$ cat config.mk
export PLATFORM = sky130hd
export DESIGN_NAME = lsu_mem_align
export DESIGN_NICKNAME = d
export VERILOG_FILES = /design/src/rtl/lsu_pkg.sv /design/src/rtl/lsu_load_extract.sv /design/src/rtl/lsu_mem_align.sv
export SDC_FILE = /design/constraint.sdc
export NUM_CORES = 1
export LEC_CHECK = 0
export CAP_MARGIN = 10
export CORE_UTILIZATION = 30
export DETAILED_ROUTE_END_ITERATION = 6
export PLACE_DENSITY = 0.61
export SLEW_MARGIN = 30
export SYNTH_ARGS = -nofsm -noshare
export SYNTH_HDL_FRONTEND = slang
export SYNTH_SLANG_ARGS = --single-unit
$ cat constraint.sdc
create_clock -name clk -period 3.9 [get_ports clk]
set_input_delay 0.975 -clock clk [delete_from_list [all_inputs] [get_ports clk]]
set_output_delay 0.975 -clock clk [all_outputs]
set_load 0.05 [all_outputs]
$ cat src/rtl/lsu_pkg.sv
// Shared definitions for the load/store alignment unit: funct3 codes, FSM states
// and the byte-enable helper used when a request is accepted.
package lsu_pkg;

  localparam logic [2:0] F3_B  = 3'b000;
  localparam logic [2:0] F3_H  = 3'b001;
  localparam logic [2:0] F3_W  = 3'b010;
  localparam logic [2:0] F3_D  = 3'b011;
  localparam logic [2:0] F3_BU = 3'b100;
  localparam logic [2:0] F3_HU = 3'b101;
  localparam logic [2:0] F3_WU = 3'b110;

  typedef enum logic [2:0] {
    S_IDLE   = 3'd0,
    S_MREQ   = 3'd1,
    S_MWAIT  = 3'd2,
    S_MREQ2  = 3'd3,
    S_MWAIT2 = 3'd4,
    S_RESP   = 3'd5
  } lsu_state_e;

  // Access size in bytes encoded by funct3[1:0] (1/2/4/8).
  function automatic logic [3:0] access_bytes(input logic [2:0] funct3);
    return 4'd1 << funct3[1:0];
  endfunction

  // Byte mask over a two-word window; wide enough for 64-bit data (16 lanes).
  function automatic logic [15:0] byte_mask(input logic [3:0] size, input logic [2:0] off);
    logic [15:0] m;
    m = (16'd1 << size) - 16'd1;
    return m << off;
  endfunction

endpackage

$ cat src/rtl/lsu_load_extract.sv
// Load data extraction: shifts the two-word merged read data down by the byte
// offset, keeps the access size and sign- or zero-extends per funct3[2].
module lsu_load_extract
  import lsu_pkg::*;
#(
  parameter int DATA_W = 32
) (
  input  logic [2*DATA_W-1:0]          merged,
  input  logic [$clog2(DATA_W/8)-1:0]  off,
  input  logic [2:0]                   funct3,
  output logic [DATA_W-1:0]            result
);

  localparam int IDXW = $clog2(DATA_W);

  logic [DATA_W-1:0] shifted;
  logic [DATA_W-1:0] keep;
  logic [6:0]        nbits;
  logic [IDXW-1:0]   sign_idx;
  logic              sign_bit;

  always_comb begin
    shifted  = DATA_W'(merged >> {off, 3'b000});
    nbits    = {access_bytes(funct3), 3'b000};
    // A full-width access shifts the 1 out entirely, leaving keep all ones.
    keep     = (DATA_W'(1) << nbits) - DATA_W'(1);
    sign_idx = IDXW'(nbits - 7'd1);
    sign_bit = shifted[sign_idx] & ~funct3[2];
    result   = shifted & keep;
    if (sign_bit) begin
      result = result | ~keep;
    end
  end

endmodule

$ cat src/rtl/lsu_mem_align.sv
// Load/store alignment unit with one access outstanding. Defining LSU_MISALIGN_EN
// splits misaligned accesses into two memory beats instead of faulting them.
module lsu_mem_align
  import lsu_pkg::*;
#(
  parameter int DATA_W = 32,
  parameter int ADDR_W = 32
) (
  input  logic                clk,
  input  logic                rst,
  input  logic                req_valid,
  output logic                req_ready,
  input  logic                req_store,
  input  logic [2:0]          req_funct3,
  input  logic [ADDR_W-1:0]   req_addr,
  input  logic [DATA_W-1:0]   req_wdata,
  output logic                mem_req_valid,
  input  logic                mem_req_ready,
  output logic [ADDR_W-1:0]   mem_addr,
  output logic [DATA_W/8-1:0] mem_we,
  output logic [DATA_W-1:0]   mem_wdata,
  input  logic                mem_rvalid,
  input  logic [DATA_W-1:0]   mem_rdata,
  output logic                resp_valid,
  input  logic                resp_ready,
  output logic [DATA_W-1:0]   resp_data,
  output logic                resp_err,
  output logic [2:0]          dbg_state
);

  localparam int NB   = DATA_W / 8;
  localparam int OFFW = $clog2(NB);
`ifdef LSU_MISALIGN_EN
  localparam int BEATS = 2;
`else
  localparam int BEATS = 1;
`endif

  // Handshakes: a transfer happens on a rising edge where valid and ready are
  // both high; valid and its payload stay stable until that edge.

  lsu_state_e        state;
  logic              store_r;
  logic [2:0]        f3_r;
  logic [OFFW-1:0]   off_r;
`ifdef LSU_MISALIGN_EN
  logic              split_r;
  logic [DATA_W-1:0] wdata_hi_r;
  logic [NB-1:0]     mask_hi_r;
  logic [DATA_W-1:0] rdata1_r;
`endif

  logic [OFFW-1:0]         req_off;
  logic [3:0]              req_size;
  logic [ADDR_W-1:0]       req_word;
  logic [BEATS*DATA_W-1:0] req_wsh;
  logic [BEATS*NB-1:0]     req_mask;
  logic                    req_illegal;
  logic                    req_misal;
  logic                    req_fault;
  logic [2*DATA_W-1:0]     ext_in;
  logic [DATA_W-1:0]       ext_out;

  assign req_off   = req_addr[OFFW-1:0];
  assign req_size  = access_bytes(req_funct3);
  assign req_word  = {req_addr[ADDR_W-1:OFFW], {OFFW{1'b0}}};
  assign req_wsh   = (BEATS*DATA_W)'(req_wdata) << {req_off, 3'b000};
  assign req_mask  = (BEATS*NB)'(byte_mask(req_size, 3'(req_off)));
  assign req_illegal = (req_funct3 == 3'b111) || (req_store && req_funct3[2]) ||
                       ((DATA_W == 32) && ((req_funct3 == F3_D) || (req_funct3 == F3_WU)));
  assign req_misal = ((4'(req_off) & (req_size - 4'd1)) != 4'd0) ||
                     ((5'(req_off) + 5'(req_size)) > 5'(NB));
`ifdef LSU_MISALIGN_EN
  assign req_fault = req_illegal;
  assign ext_in    = (state == S_MWAIT2) ? {mem_rdata, rdata1_r} : {{DATA_W{1'b0}}, mem_rdata};
`else
  assign req_fault = req_illegal || req_misal;
  assign ext_in    = {{DATA_W{1'b0}}, mem_rdata};
`endif

  assign dbg_state = state;

  lsu_load_extract #(.DATA_W(DATA_W)) u_extract (
    .merged (ext_in),
    .off    (off_r),
    .funct3 (f3_r),
    .result (ext_out)
  );

  always_ff @(posedge clk or posedge rst) begin
    if (rst) begin
      state         <= S_IDLE;
      req_ready     <= 1'b1;
      mem_req_valid <= 1'b0;
      mem_addr      <= '0;
      mem_we        <= '0;
      mem_wdata     <= '0;
      resp_valid    <= 1'b0;
      resp_data     <= '0;
      resp_err      <= 1'b0;
      store_r       <= 1'b0;
      f3_r          <= '0;
      off_r         <= '0;
`ifdef LSU_MISALIGN_EN
      split_r       <= 1'b0;
      wdata_hi_r    <= '0;
      mask_hi_r     <= '0;
      rdata1_r      <= '0;
`endif
    end else begin
      case (state)
        S_IDLE: begin
          if (req_valid) begin
            req_ready <= 1'b0;
            store_r   <= req_store;
            f3_r      <= req_funct3;
            off_r     <= req_off;
`ifdef LSU_MISALIGN_EN
            split_r    <= req_misal;
            wdata_hi_r <= req_wsh[2*DATA_W-1:DATA_W];
            mask_hi_r  <= req_store ? req_mask[2*NB-1:NB] : '0;
`endif
            if (req_fault) begin
              resp_valid <= 1'b1;
              resp_err   <= 1'b1;
              resp_data  <= '0;
              state      <= S_RESP;
            end else begin
              mem_req_valid <= 1'b1;
              mem_addr      <= req_word;
              mem_we        <= req_store ? req_mask[NB-1:0] : '0;
              mem_wdata     <= req_wsh[DATA_W-1:0];
              state         <= S_MREQ;
            end
          end
        end
        S_MREQ: begin
          if (mem_req_ready) begin
            mem_req_valid <= 1'b0;
            mem_we        <= '0;
            if (!store_r) begin
              state <= S_MWAIT;
`ifdef LSU_MISALIGN_EN
            end else if (split_r) begin
              mem_req_valid <= 1'b1;
              mem_addr      <= mem_addr + ADDR_W'(NB);
              mem_we        <= mask_hi_r;
              mem_wdata     <= wdata_hi_r;
              state         <= S_MREQ2;
`endif
            end else begin
              resp_valid <= 1'b1;
              resp_err   <= 1'b0;
              resp_data  <= '0;
              state      <= S_RESP;
            end
          end
        end
        S_MWAIT: begin
          if (mem_rvalid) begin
`ifdef LSU_MISALIGN_EN
            if (split_r) begin
              rdata1_r      <= mem_rdata;
              mem_req_valid <= 1'b1;
              mem_addr      <= mem_addr + ADDR_W'(NB);
              mem_we        <= '0;
              state         <= S_MREQ2;
            end else begin
              resp_valid <= 1'b1;
              resp_err   <= 1'b0;
              resp_data  <= ext_out;
              state      <= S_RESP;
            end
`else
            resp_valid <= 1'b1;
            resp_err   <= 1'b0;
            resp_data  <= ext_out;
            state      <= S_RESP;
`endif
          end
        end
`ifdef LSU_MISALIGN_EN
        S_MREQ2: begin
          if (mem_req_ready) begin
            mem_req_valid <= 1'b0;
            mem_we        <= '0;
            if (store_r) begin
              resp_valid <= 1'b1;
              resp_err   <= 1'b0;
              resp_data  <= '0;
              state      <= S_RESP;
            end else begin
              state <= S_MWAIT2;
            end
          end
        end
        S_MWAIT2: begin
          if (mem_rvalid) begin
            resp_valid <= 1'b1;
            resp_err   <= 1'b0;
            resp_data  <= ext_out;
            state      <= S_RESP;
          end
        end
`endif
        S_RESP: begin
          if (resp_ready) begin
            resp_valid <= 1'b0;
            resp_err   <= 1'b0;
            resp_data  <= '0;
            req_ready  <= 1'b1;
            state      <= S_IDLE;
          end
        end
        default: begin
          state <= S_IDLE;
        end
      endcase
    end
  end

endmodule
* Yosys cells after proc, flatten, opt, wreduce, memory -nomap -nowiden
Cells that the tools add are included. Widths: inputs -> output; s select.
Storage, ports and cells: bits in registers 111, input port bits 106, output and inout port bits 107, word-level logic and storage cells 103
Operators by class: add/sub/neg operators 5, magnitude comparators 2, equal/unequal tests 13, shifts and indexed selects 7, mux-type cells 40, bitwise gates (word level) 7, reductions and logical operators 17
Operators by type and width (number):
- $mux 32 | 7
- $pmux 32 s4 | 1
- $and 32x32->32 | 1
- $not 32->32 | 1
- $or 32x32->32 | 1
- $shl 1x7->32 const A | 1
- $shl 32x5->32 | 1
- $shr 32x5->32 | 1
- $sub 32x2->32 const B | 1
- $mux 3 | 6
- $mux 4 | 4
- $shl 1x4->16 const A | 1
- $shl 16x2->4 | 1
- $sub 16x1->16 const B | 1
- $mux 1 | 15
- $ne 2x2->1 const B | 7
- $pmux 3 s4 | 1
- $eq 3x3->1 const B | 3
- $pmux 1 s4 | 2
- $pmux 4 s2 | 1
- $reduce_and 4->1 | 2
- $reduce_bool 4->1 | 2
- $shl 1x2->4 const A | 2
- $reduce_and 7->1 | 1
- 18 further kinds | 27

* Logic depth before layout (Yosys ltp)
depth in word-level cells 9, gate-level depth with buffers 12, depth with buffers taken out 9

* Modules after synthesis
Synthesis repeated with hierarchy kept, for this count alone.
Unflattened totals: cells, all modules 525, area, all modules 6119.6 µm²
By module, submodules not included:
- lsu_mem_align | instances 1, cells each 385, area an instance 4938.5 µm², seq. area each 2778.9 µm²
- lsu_load_extract | instances 1, cells each 140, area an instance 1181.1 µm², seq. area each 0.0 µm²

* Worst setup path after synthesis
Ideal clock, no wire load.
path type input-to-reg, from input req_funct3[0], to register resp_data[0], setup time 128 ps, arrival time 3297 ps, data required time 3772 ps, path slack 475 ps, cell stages on the path 9, path through nor2_1 -> ha_1 -> fa_1 -> o21bai_1 -> a21oi_1 -> or4_1 -> a2bb2oi_2 -> buf_4 -> mux2_1
On the way: longest elaborated chain between the ends 8, elaborated cells on any way between the ends 16, classes of those cells 2 x add/sub; 1 x order compare; 4 x eq/ne; 1 x shift; 1 x bitwise; 7 x reduce/logical
RTL lines:
- from (decl) | line lsu_mem_align.sv:14 | input logic [2:0] req_funct3,
- branches (longest 5 deep; another with $add 2x4->5)
- $logic_or 1x1->1 * | line lsu_mem_align.sv:77 | assign req_fault = req_illegal || req_misal;
- $ne 2x2->1 (no line) *
- $reduce_and 7->1 (no line) *
- to (signal assigned) | line lsu_mem_align.sv:177 | resp_data <= ext_out;
- to (decl) | line lsu_mem_align.sv:26 | output logic [DATA_W-1:0] resp_data,
Mark *: on every way between the ends. A chain may end at the register's enable or synchronous reset.

* Worst setup path after layout
from input req_funct3[1], to register resp_data[5]
Same word-level chain as after synthesis.

==> impl_metrics.ini <==
[logic_synthesis]
synthDistinctLibCells = 63
synth-main-ff-cell = dfrtp_1
ys_seq_elements = 111
yosysTopAreaCell = dfrtp_1
synthArstFlopShare_pct = 100
syn_area_per_cell_um2 = 9.65
synth_edf_count = 0
ys_seq_area_share_pct = 48.1
synth_most_common_cell = nand2_1
synthCells = 599
ys_warn_count = 0
yosysTopAreaCellShare_pct = 47.6
ys_top_cells_by_count = nand2_1, dfrtp_1, mux2i_1, nor2_1, o21ai_0
netlist_top_cells_area = dfrtp_1, nand2_1, mux2i_1, a211oi_1, mux2_2
syn_area_mm2 = 0.00578

[timing]
hold_viol = 0
maxSlewViolCount = 0
fin_crit_ns = 3.53
finClkSkew_ns = 0.00598
fin_crit_sh_pct = 90.4
setup_viol = 0
rsz0062_at_grt = false
setup_tns_ns = 0
worst_pin_slew_ns = 0.809
setup_slack_ns = 0.373
max_slew_margin_pct = 45.8
fmax_mhz = 284

[layout]
drive_gt1_share_pct = 7.51
fin_util_pct = 44.9
antenna_cells = 0
syn_to_final_growth_pct = 46.3
fill_cells = 1795
nets = 910

[grt]
grt_usage_pct = 17.9
gr-total-overflow = 0
antenna_found_initial = 0
grt_pass1_wl_mm = 27.8
grt_pass1_vias = 5146
grt_max_degree = 112

[clocking]
cts.sinks = 111
cts_tree = yes
cts_resized = 0
clkLatencyLatePin_ns = 0.36
ctsHoldBuffers = 0
cts_setup_buffers = 0
numCtsBuffers = 9
h-tree-depth = 3
clock_path_buffers = 2
clockRootBuffer = clkbuf_16
clk_pin_slew_ns = 0.08

[detailed_routing]
num_vias = 5048
postRouteAntennaNets = 0
drc = 0
wl_per_cell_um = 16.4
drt-total-wl_mm = 17.3
drt_iter0_drc = 191
firstDrtPassIters = 4
viasPerCell = 4.77

[placed_design]
port_buffers = 210
hpwlAfterDp_mm = 12.7
place_congestion = 0.815
pre_cts_slack_ns = -0.00943

[floorplanning]
start_util_pct = 30.7
row_count = 50
die_area_mm2 = 0.0198
die_w_um = 141
die_h_um = 141
core-area_mm2 = 0.0188
pin_count = 213

[worst_setup_path]
cp-start-kind = input pin
cp_slowest_cell = clkdlybuf4s50_1
cp-startpoint = req_funct3[1]
critPathMaxFanout = 22
cp_data_arrival_time_ns = 3.77
critical_path_class = input pin to flip-flop
critical_path.max_stage_delay_ns = 0.52
r2r-start = f3_r[1]
cp_cell_sequence = clkdlybuf4s50_1 -> inv_1 -> nand2_1 -> inv_1 -> fa_1 -> o21ai_0 -> o21ai_0 -> or4_1 -> a2bb2oi_2 -> buf_12 -> mux2_2
worstPathRequired_ns = 4.14
worst_setup_path_end_kind = flip-flop

[power]
power.share.clock_pct = 12.6
seqPwrFrac_pct = 28.5
powerDensity_mw_per_mm2 = 847
p_int_mw = 3.59
p_leak_nw = 3.80
power_frac_comb_pct = 59.0
vdd_ir_drop_max_uv = 460
power.switching_mw = 3.57
p_sw_share_pct = 49.9
power.total_mw = 7.17

[run_status]
outcome = complete, no violations

[job]
maxCapViolCount = 0

[worst_hold_path]
worstHoldPathType = flip-flop to flip-flop
hp-start = mem_addr[22]
layer usage:
layer / global-route usage (%) / part of all wire, %
met1: 23.2 / 45
met2: 27.5 / 44
met3: 7.10 / 10
met4: 4.86 / 1.2
met5: 0 / 0
layout make-up:
cell class	instances	area [um^2]	share of cell area, %
clock buffers	10	239	2.82
clock inverters	6	43.8	0.518
inverters	14	68.8	0.813
multi-input cells	435	2770	32.8
flip-flops and latches	111	2780	32.9
well taps	260	325	3.85
repair buffers	223	2230	26.4
path summary, 6_finish.rpt:
path	to	slack, ns	depth (start not counted)
max	resp_data[5]	0.37	11
min	mem_addr[22]	0.47	2
max reg2reg	resp_data[31]	1.08	6
min reg2reg	mem_addr[22]	0.47	2
max in group asynchronous	mem_wdata[19]	2.24	3
min in group asynchronous	resp_data[11]	1.08	3
registers in the layout, summed over array words and instances (netlist names):
name	count
mem_wdata	32
dbg_state	3
mem_addr	30
mem_we	4
mem_req_valid	1
resp_err	1
f3_r	3
off_r	2
store_r	1
resp_data	32
req_ready	1
resp_valid	1
worst max-delay path, delay by kind of cell:
| family | cells | cell delay (ns) |
|---|---|---|
| compound gates | 3 | 0.55 |
| fa+ha+maj | 1 | 0.47 |
| buf+inv | 4 | 0.87 |
| mux | 1 | 0.35 |
| simple gates | 2 | 0.54 |
cell families after synthesis:
family | share of synthesized area, %
AND/OR/NAND/NOR | 18.6
AO/OA/AOI/OAI | 17.4
flip-flops | 48.1
buffers and inverters | 4.37
multiplexers | 8.85
adder cells (fa/ha/maj) | 2.29
XOR/XNOR | 0.303
other | 0.0648
cells in the final DEF (no fill, tap or decap), types with 3 or more instances in the layout:
master and n:
nor2_1 29, a211o_1 11, and2_1 10, nand2_1 143
nand2b_1 3, a221o_1 7, clkbuf_16 9, inv_1 12
o21ai_0 24, mux2i_1 32, mux2_2 13, mux2_1 4
buf_4 10, a211oi_1 23, o31ai_1 16, nand3_1 10
a21oi_1 19, nor2b_1 20, a31oi_1 3, ha_1 9
dfrtp_1 109, buf_12 3, nor3_1 5, a22o_1 8
clkdlybuf4s50_1 209, o211ai_1 3
power by group through the flow:
stage / logic (mW) / registers [mW] / clock network, mW
finish: 4.23 / 2.04 / 0.900
global route: 4.49 / 2.12 / 0.972
detailed placement: 4.25 / 2.05 / 0
global placement: 4.23 / 2.05 / 0
floorplan: 1.30 / 3.55 / 0
CTS: 4.26 / 2.04 / 0.929
per-stage QoR:
stage / instance area, um^2 / hold slack (ns) / instances
CTS: 8460 / 0.472 / 1059
floorplan: 5790 / 0.549 / 600
global placement: 8180 / 0.449 / 1043
detailed placement: 8180 / 0.455 / 1043
global route: 8460 / 0.490 / 1059
finish: 8460 / 0.467 / 1059
Power figures use the tool's default switching activity.
